$ cat config.mk
export PLATFORM = sky130hd
export DESIGN_NAME = ddfs_sweep_controller
export DESIGN_NICKNAME = d
export VERILOG_FILES = /design/src/rtl/ddfs_pkg.sv /design/src/rtl/ddfs_sweep_controller.sv
export SDC_FILE = /design/constraint.sdc
export NUM_CORES = 1
export LEC_CHECK = 0
export ABC_AREA = 0
export BUFFER_PORTS_ARGS = -buffer_cell sky130_fd_sc_hd__buf_2
export CORE_MARGIN = 3
export CORE_UTILIZATION = 38
export DETAILED_ROUTE_END_ITERATION = 8
export PLACE_DENSITY = 0.56
export SLEW_MARGIN = 20
export SYNTH_ARGS = -nofsm -noshare
export SYNTH_HDL_FRONTEND = slang
export SYNTH_SLANG_ARGS = --single-unit
export TNS_END_PERCENT = 20
$ cat constraint.sdc
create_clock -name i_clk -period 7.8 [get_ports i_clk]
set_input_delay 0.78 -clock i_clk [delete_from_list [all_inputs] [get_ports i_clk]]
set_output_delay 0.78 -clock i_clk [all_outputs]
set_load 0.05 [all_outputs]
$ cat src/rtl/ddfs_pkg.sv
// ---------------------------------------------------------------------------
// ddfs_pkg
// Shared definitions for the complex-sinusoid DDFS and its sweep controller.
// Keeping the frequency-word width here lets both blocks stay aligned from a
// single source.
//   sweep_state_t    : sweep controller FSM states
//   DDFS_FREQ_WIDTH  : width of the DDFS phase-increment word
//   DDFS_DWELL_WIDTH : default width of the per-step dwell counter
// ---------------------------------------------------------------------------
package ddfs_pkg;

    localparam int DDFS_FREQ_WIDTH  = 32;
    localparam int DDFS_DWELL_WIDTH = 16;

    typedef enum logic [1:0] {
        IDLE  = 2'd0,
        DWELL = 2'd1,
        DONE  = 2'd2
    } sweep_state_t;

endpackage : ddfs_pkg

$ cat src/rtl/ddfs_sweep_controller.sv
// ---------------------------------------------------------------------------
// ddfs_sweep_controller
// Stepped frequency-sweep sequencer feeding the DDFS frequency-control word.
// A sweep begins at a start word, adds a fixed step after every dwell period
// and ends once the next word would exceed the stop word (or overflow).
// In repeat mode it restarts from the start word instead of finishing.
//
// Ports:
//   i_clk          : clock, rising edge
//   i_rst          : synchronous active-high reset
//   i_start        : begin a sweep (only honoured in IDLE)
//   i_abort        : end the sweep immediately, highest priority
//   i_start_freq   : first frequency word
//   i_stop_freq    : inclusive upper bound of the sweep
//   i_step         : increment between steps
//   i_dwell        : cycles each word is held (0 behaves as 1)
//   i_repeat       : 1 = loop back to start word, 0 = single shot
//   o_freq_control : registered word for the DDFS i_freq_control
//   o_step_strobe  : pulse in the first cycle of each new word
//   o_busy         : high while in DWELL
//   o_done         : pulse on normal completion
// ---------------------------------------------------------------------------
module ddfs_sweep_controller
    import ddfs_pkg::*;
#(
    parameter int FREQ_WIDTH  = DDFS_FREQ_WIDTH,
    parameter int DWELL_WIDTH = DDFS_DWELL_WIDTH
) (
    input  logic                   i_clk,
    input  logic                   i_rst,
    input  logic                   i_start,
    input  logic                   i_abort,
    input  logic [FREQ_WIDTH-1:0]  i_start_freq,
    input  logic [FREQ_WIDTH-1:0]  i_stop_freq,
    input  logic [FREQ_WIDTH-1:0]  i_step,
    input  logic [DWELL_WIDTH-1:0] i_dwell,
    input  logic                   i_repeat,
    output logic [FREQ_WIDTH-1:0]  o_freq_control,
    output logic                   o_step_strobe,
    output logic                   o_busy,
    output logic                   o_done
);

    // FSM and output registers
    sweep_state_t           state_q,  state_d;
    logic [FREQ_WIDTH-1:0]  freq_q,   freq_d;
    logic                   strobe_q, strobe_d;
    logic                   busy_q,   busy_d;
    logic                   done_q,   done_d;
    logic [DWELL_WIDTH-1:0] cnt_q,    cnt_d;

    // Configuration latched at start; inputs are ignored afterwards
    logic [FREQ_WIDTH-1:0]  start_cfg_q, start_cfg_d;
    logic [FREQ_WIDTH-1:0]  stop_cfg_q,  stop_cfg_d;
    logic [FREQ_WIDTH-1:0]  step_cfg_q,  step_cfg_d;
    logic [DWELL_WIDTH-1:0] dwell_cfg_q, dwell_cfg_d;
    logic                   repeat_cfg_q, repeat_cfg_d;

    // Next word computed one bit wider so an overflow shows up as a carry
    // rather than silently wrapping through zero.
    logic [FREQ_WIDTH:0]    next_sum;
    logic                   next_ok;
    logic                   dwell_last;

    assign next_sum   = {1'b0, freq_q} + {1'b0, step_cfg_q};
    assign next_ok    = !next_sum[FREQ_WIDTH] &&
                        (next_sum[FREQ_WIDTH-1:0] <= stop_cfg_q);
    // dwell_cfg_q is always >= 1 while in DWELL, so this never underflows there
    assign dwell_last = (cnt_q == dwell_cfg_q - DWELL_WIDTH'(1));

    // ------------------------------------------------------------------
    // Next-state and output logic
    // ------------------------------------------------------------------
    always_comb begin
        // NOTE: every signal gets a default before any branch so no path
        // leaves it unassigned, which would otherwise infer a latch.
        state_d      = state_q;
        freq_d       = freq_q;
        strobe_d     = 1'b0;
        busy_d       = busy_q;
        done_d       = 1'b0;
        cnt_d        = cnt_q;
        start_cfg_d  = start_cfg_q;
        stop_cfg_d   = stop_cfg_q;
        step_cfg_d   = step_cfg_q;
        dwell_cfg_d  = dwell_cfg_q;
        repeat_cfg_d = repeat_cfg_q;

        if (i_abort) begin
            // Abort wins everywhere: back to IDLE, word held, no done pulse
            state_d = IDLE;
            busy_d  = 1'b0;
        end else begin
            unique case (state_q)
                IDLE: begin
                    busy_d = 1'b0;
                    if (i_start) begin
                        start_cfg_d  = i_start_freq;
                        stop_cfg_d   = i_stop_freq;
                        step_cfg_d   = i_step;
                        dwell_cfg_d  = (i_dwell == '0) ? DWELL_WIDTH'(1) : i_dwell;
                        repeat_cfg_d = i_repeat;
                        freq_d       = i_start_freq;
                        strobe_d     = 1'b1;
                        busy_d       = 1'b1;
                        cnt_d        = '0;
                        state_d      = DWELL;
                    end
                end

                DWELL: begin
                    if (!dwell_last) begin
                        cnt_d = cnt_q + DWELL_WIDTH'(1);
                    end else if (next_ok) begin
                        freq_d   = next_sum[FREQ_WIDTH-1:0];
                        strobe_d = 1'b1;
                        cnt_d    = '0;
                    end else if (repeat_cfg_q) begin
                        freq_d   = start_cfg_q;
                        strobe_d = 1'b1;
                        cnt_d    = '0;
                    end else begin
                        state_d = DONE;
                        busy_d  = 1'b0;
                        done_d  = 1'b1;
                    end
                end

                DONE: begin
                    state_d = IDLE;
                    busy_d  = 1'b0;
                end

                default: begin
                    state_d = IDLE;
                    busy_d  = 1'b0;
                end
            endcase
        end
    end

    // ------------------------------------------------------------------
    // State register
    // ------------------------------------------------------------------
    always_ff @(posedge i_clk) begin
        // NOTE: non-blocking assignments so every register updates from the
        // values present before the edge, independent of statement order.
        if (i_rst) begin
            state_q      <= IDLE;
            freq_q       <= '0;
            strobe_q     <= 1'b0;
            busy_q       <= 1'b0;
            done_q       <= 1'b0;
            cnt_q        <= '0;
            start_cfg_q  <= '0;
            stop_cfg_q   <= '0;
            step_cfg_q   <= '0;
            dwell_cfg_q  <= '0;
            repeat_cfg_q <= 1'b0;
        end else begin
            state_q      <= state_d;
            freq_q       <= freq_d;
            strobe_q     <= strobe_d;
            busy_q       <= busy_d;
            done_q       <= done_d;
            cnt_q        <= cnt_d;
            start_cfg_q  <= start_cfg_d;
            stop_cfg_q   <= stop_cfg_d;
            step_cfg_q   <= step_cfg_d;
            dwell_cfg_q  <= dwell_cfg_d;
            repeat_cfg_q <= repeat_cfg_d;
        end
    end

    assign o_freq_control = freq_q;
    assign o_step_strobe  = strobe_q;
    assign o_busy         = busy_q;
    assign o_done         = done_q;

endmodule : ddfs_sweep_controller

==> results of run 1 <==
-- routing by layer --
| metal | wire [um] | track usage | up-vias | part of all wire |
|---|---|---|---|---|
| met5 | 0 | 0 | - | 0 |
| met4 | 453 | 0.05459 | 0 | 0.016 |
| met3 | 1585 | 0.04741 | 26 | 0.056 |
| met2 | 12760 | 0.3283 | 219 | 0.45 |
| met1 | 13340 | 0.2836 | 4194 | 0.47 |
| li1 | - | - | 4578 | - |
-- cells in the mapped netlist, types with 25 or more instances --
master / number / share of area
nand2_1: 274 / 0.11
a21oi_1: 196 / 0.10
dfxtp_1: 166 / 0.35
ha_1: 66 / 0.087
nor2_1: 61 / 0.024
clkbuf_1: 54 / 0.021
inv_1: 46 / 0.018
o21ai_0: 31 / 0.016
xnor2_1: 30 / 0.028
a22o_1: 29 / 0.027
mux2i_1: 26 / 0.027
a31oi_1: 25 / 0.016
-- power breakdown --
group / switching [mW] / internal, mW / total, mW
registers: 0.0330 / 0.887 / 0.920
clock network: 0.360 / 0.506 / 0.866
logic: 0.332 / 0.192 / 0.524
total: 0.725 / 1.59 / 2.31
-- registers in the layout (all words and copies together) (netlist names) --
signal          flops
state_q             2
o_done              1
stop_cfg_q         32
o_step_strobe       1
o_freq_control     32
step_cfg_q         32
cnt_q              16
repeat_cfg_q        1
dwell_cfg_q        16
start_cfg_q        32
o_busy              1
-- final cells by class --
cell class | count | share of cell area
clock buffer | 25 | 0.04482
clock inverter | 6 | 0.008263
inverter | 46 | 0.01562
multi-input combinational | 960 | 0.5200
sequential | 166 | 0.3006
tap | 324 | 0.03667
timing repair buffer | 159 | 0.07402
-- layout by cell type (no fill, tap or decap), drive strengths merged, types with 19 or more instances in the layout --
cell,synthesis,layout
xnor2,30,30
nor3,21,21
dfxtp,166,166
nand4,19,19
nand3,24,24
nor2,62,62
a21oi,196,196
inv,46,47
a21o,19,19
buf,15,159
clkbuf,54,25
ha,66,66
o21ai,34,34
mux2i,26,26
a22o,29,29
a31oi,26,26
nand2,274,274
-- worst reg2reg max path, stage by stage (launching register included) --
cell,delay (ns)
dfxtp_1,0.35
ha_1,0.19
inv_1,0.07
fa_1,0.39
nand2b_1,0.18
a21oi_1,0.21
o21ai_0,0.24
a21o_1,0.22
o21ai_0,0.51
a31oi_1,0.20
xnor2_1,0.19
ha_1,0.31
nand4_1,0.12
nor4_1,0.38
nand2_1,0.09
nor2_1,0.12
o22ai_1,0.08
a311o_2,0.63
nand2_1,0.14
nand2_1,0.10
inv_1,0.78
a32o_1,0.28
-- per-stage QoR --
stage                       util  std cells  hold WS (ns)  area, um2
final                     0.4519       1686        0.4564      11050
after floorplan                -       1241        0.4317       9528
after detailed placement  0.4279       1655        0.4480      10470
after global placement    0.4279       1655        0.4427      10470
after CTS                 0.4519       1686        0.4573      11050
after global routing      0.4519       1686        0.4741      11050
-- kinds of logic after synthesis --
group                      share of synthesized area
and+or+nand+nor                               0.2098
AOI/OAI and AO/OA                             0.2295
DFF                                           0.3488
buffers and inverters                        0.05135
adders and majority gates                    0.08877
xor gates and xnor gates                     0.04320
muxes                                        0.02850
-- worst paths after layout --
path	end	depth (start not counted)	slack, ns	start
worst min-delay path	stop_cfg_q[13]	2	0.46	stop_cfg_q[13]
worst max-delay path	o_freq_control[27]	21	1.97	o_freq_control[0]
worst max register to register	o_freq_control[27]	21	1.97	o_freq_control[0]
worst min register to register	stop_cfg_q[13]	2	0.46	stop_cfg_q[13]
==> results.py, run 1 <==
metrics = {
    "status": {
        "status": "completed",
    },
    "cts": {
        "hold_buffers": 0,
        "insertion_delay_ns": 0.43,
        "root_buffer": "clkbuf_16",
        "cts.clk_slew.worst_paths_ns": 0.06,
        "cts_buffer_depth": 2,
        "cts_setup_buffers": 0,
        "clock_sinks": 166,
        "cts_buffers": 17,
        "cts_tree": "done",
        "h-tree-depth": 4,
        "cts_resized": 0,
    },
    "floorplanning": {
        "fp.dieH_um": 164.3,
        "ios": 152,
        "die_area_um2": 27010,
        "num_rows": 57,
        "core-area_um2": 24460,
        "initial_core_util": 0.3895,
        "die_x_um": 164.3,
    },
    "pwr": {
        "powerDensity_nw_per_um2": 209.0,
        "vdd_drop_max_uv": 138.5,
        "power_mw": 2.311,
        "leakagePower_nw": 4.630,
    },
    "setup_path": {
        "worst-setup-path-type": "reg -> reg",
        "critical_path.slowest_cell": "inv_1",
        "critical_path.endpoint_type": "flop",
        "critPathMaxFanout": 29,
        "path_common_cell": "nand2_1",
        "cp_cell_sequence": "ha_1, inv_1, fa_1, nand2b_1, a21oi_1, o21ai_0, a21o_1, o21ai_0, a31oi_1, xnor2_1, ha_1, nand4_1, nor4_1, nand2_1, nor2_1, o22ai_1, a311o_2, nand2_1, nand2_1, inv_1, a32o_1",
        "startpoint_type": "flop",
        "cp_top_family": "compound AO/OA/AOI/OAI gates",
        "worstPathArrival_ns": 6.20,
        "cp.required_ns": 8.16,
        "path_buf_inv": 2,
        "max_stage_delay_ns": 0.78,
    },
    "finish": {
        "multiInputGateArea_um2": 5748,
        "nets": 1534,
        "drive_above_1_share": 0.1468,
        "regArea_um2": 3323,
        "nFillCells": 2506,
        "n_antenna_cell": 0,
        "syn_to_final_growth_pct": 16.02,
    },
    "timing": {
        "grt_setup_unrepaired": "false",
        "setup_ws_ns": 1.966,
        "post-route-min-period_ns": 5.834,
        "skew_ns": 0.01253,
        "hold_viol": 0,
        "tightest_slew_ns": 1.053,
        "maxSlewViolCount": 0,
        "slew_headroom": 0.2970,
        "setup_viol": 0,
        "fin_tns_setup_ns": 0,
        "post-route-period-util": 0.7479,
        "fmaxAchievable_mhz": 171.4,
    },
    "run": {
        "max_cap_viol_count": 0,
    },
    "placement": {
        "post-place-ws_ns": 1.971,
        "portBuffers": 151,
        "gp_congestion": 0.8589,
        "hpwl_um": 20750,
    },
    "route": {
        "wl_per_cell_um": 16.69,
        "avgViaCountPerCell": 5.348,
        "dr_total_vias": 9017,
        "wirelength_um": 28140,
        "drc": 0,
        "ant_nets": 0,
        "first_pass_iters": 5,
        "drtIter0Drc": 573,
    },
    "synth": {
        "ys_seq_area_frac": 0.3488,
        "synth-main-ff-cell": "dfxtp_1",
        "synth_cells": 1241,
        "ys.warnings.count": 0,
        "synth_cell_types": 56,
        "netlist_area_um2": 9528,
        "syn_avg_cell_area_um2": 7.678,
        "synth_nets": 1425,
        "synth-edff-count": 0,
        "ys_ff_latch": 166,
        "postSynth.asyncResetShare": 0,
    },
    "global_routing": {
        "grt_max_degree": 79,
        "grtUsageTotal": 0.2071,
        "grt_pass1_wl_um": 44350,
        "antenna_found_initial": 0,
        "grt_pass1_vias": 8352,
        "grt-ovfl-total": 0,
    },
    "worst_hold_path": {
        "hold_class": "reg -> reg",
    },
}
Note: power is estimated with default switching activity, not from simulation.
==> run 2, diff against run 1 <==
clock period = 5.7 ns   (was 7.8 ns; I/O delays follow)
==> run 2 against run 1 <==
  * Register-to-register slack worse by 1.6 ns
  * Combinational power grew 42%
  * Routed wire length down 0.25%
  * Via count rose by 0.12%
  * Total power is 40% higher
  * Sequential share of layout area shrank 0.35 points
  * Count of clock-buffer cells in the layout decreased by 6
  * Global-route usage rose by 0.11 points
  * Clock skew is 0.0017 ns higher
  * Sequential power grew 37%
  * Die area unchanged
  * Utilization rose by 0.53 points
  * Largest power group unchanged
==> results.py, run 2 (synthesis results as in run 1) <==
metrics = {
    "timing": {
        "skew_ns": 0.01421,
        "post-route-min-period_ns": 5.373,
        "slew_headroom": 0.4408,
        "setup_viol": 0,
        "tightest_slew_ns": 0.8343,
        "fmaxAchievable_mhz": 186.1,
        "maxSlewViolCount": 0,
        "hold_slack_ns": 0.3670,
        "fin_tns_setup_ns": 0,
        "hold_viol": 0,
        "grt_setup_unrepaired": "false",
        "post-route-period-util": 0.9426,
    },
    "placement": {
        "hpwl_um": 20630,
        "gp_congestion": 0.9098,
        "portBuffers": 151,
    },
    "cts": {
        "cts_buffer_depth": 2,
        "root_buffer": "clkbuf_16",
        "hold_buffers": 0,
        "cts_setup_buffers": 0,
        "cts_buffers": 17,
        "clock_sinks": 166,
        "cts_tree": "done",
        "h-tree-depth": 4,
        "insertion_delay_ns": 0.43,
        "cts.clk_slew.worst_paths_ns": 0.07,
        "cts_resized": 0,
    },
    "route": {
        "drtIter0Drc": 554,
        "wirelength_um": 28070,
        "dr_total_vias": 9028,
        "first_pass_iters": 5,
        "drc": 0,
        "ant_nets": 0,
        "wl_per_cell_um": 16.59,
        "avgViaCountPerCell": 5.336,
    },
    "global_routing": {
        "grt-ovfl-total": 0,
        "grt_pass1_wl_um": 44760,
        "grtUsageTotal": 0.2081,
        "grt_pass1_vias": 8551,
        "antenna_found_initial": 0,
        "grt_max_degree": 103,
    },
    "setup_path": {
        "startpoint_type": "flop",
        "critPathMaxFanout": 30,
        "critical_path.slowest_cell": "nor4_1",
        "cp_top_family": "compound AO/OA/AOI/OAI gates",
        "critical_path.endpoint_type": "flop",
        "worst-setup-path-type": "reg -> reg",
        "cp_cell_sequence": "ha_1, inv_1, fa_1, nand2b_1, a21oi_1, o21ai_0, a21o_1, o21ai_0, buf_4, a31oi_1, xnor2_1, ha_1, nand4_1, nor4_1, nand2_1, nor2_1, o22ai_1, a311o_2, buf_12, a31o_2, or3_1, a21boi_1",
        "max_stage_delay_ns": 0.42,
        "path_buf_inv": 3,
        "worstPathArrival_ns": 5.73,
        "cp.required_ns": 6.05,
    },
    "floorplanning": {
        "die_area_um2": 27010,
        "core-area_um2": 24460,
        "initial_core_util": 0.3895,
        "num_rows": 57,
        "fp.dieH_um": 164.3,
        "die_x_um": 164.3,
        "ios": 152,
    },
    "finish": {
        "final_cell_mix": "nand2_1, a21oi_1, dfxtp_1, buf_2, ha_1",
        "syn_to_final_growth_pct": 17.39,
        "n_antenna_cell": 0,
        "nets": 1540,
        "nFillCells": 2535,
        "drive_above_1_share": 0.1528,
        "fin_util": 0.4572,
        "layout_commonest_cell": "nand2_1",
    },
    "pwr": {
        "vdd_drop_max_uv": 173.4,
        "leakagePower_nw": 4.695,
        "powerDensity_nw_per_um2": 289.6,
    },
    "worst_hold_path": {
        "hold_class": "in -> reg",
    },
    "status": {
        "status": "completed",
    },
    "run": {
        "max_cap_viol_count": 0,
    },
}
[run 2: changes by cell type in the layout (fill, tap and decap cells not counted), sizes merged]
cell,delta
buf,+6
clkbuf,-6
clkinv,+5
bufinv,+2
inv,-1
[run 2: layer usage]
layer | routed length, um | GRT usage | vias up
met4 | 457 | 0.05613 | 0
met5 | 0 | 0 | -
met3 | 1588 | 0.04035 | 25
met1 | 13310 | 0.2833 | 4178
met2 | 12720 | 0.3371 | 224
li1 | - | - | 4601
[run 2: final timing paths]
path                                        start  depth (start not counted)              to  slack (ns)
worst min register to register     stop_cfg_q[10]                          2  stop_cfg_q[10]        0.45
worst max-delay path            o_freq_control[0]                         22       cnt_q[11]        0.33
worst max register to register  o_freq_control[0]                         22       cnt_q[11]        0.33
worst min-delay path                   i_step[13]                          3  step_cfg_q[13]        0.37
[run 2: area by class of cell]
type | instances | area, um2 | area share
inverter | 46 | 172.7 | 0.01544
tap | 324 | 405.4 | 0.03625
sequential | 166 | 3323 | 0.2971
clock buffer | 19 | 442.9 | 0.03960
timing repair buffer | 165 | 913.4 | 0.08166
clock inverter | 12 | 178.9 | 0.01600
multi-input combinational | 960 | 5748 | 0.5139
[run 2: metrics by stage]
step                cell area [um2]  total power, mW  setup WS [ns]  std cells
finish                        11180            3.239         0.3271       1692
global route                  11180            3.395       0.003205       1692
CTS                           11180            3.264         0.3831       1692
detailed placement            10560            2.031         0.4322       1661
global placement              10560            2.025         0.4939       1661
floorplan                      9528            1.799         0.7461       1241
[run 2: worst min-delay path: cells and delay by family]
kind / cells / cell delay (ns)
AO/OA/AOI/OAI: 1 / 0.05
buffers and inverters: 1 / 0.09
AND/OR/NAND/NOR: 1 / 0.04
[run 2: power breakdown]
group | switching, mW | internal (mW)
clock | 0.492 | 0.743
combinational | 0.461 | 0.284
sequential | 0.0451 | 1.21
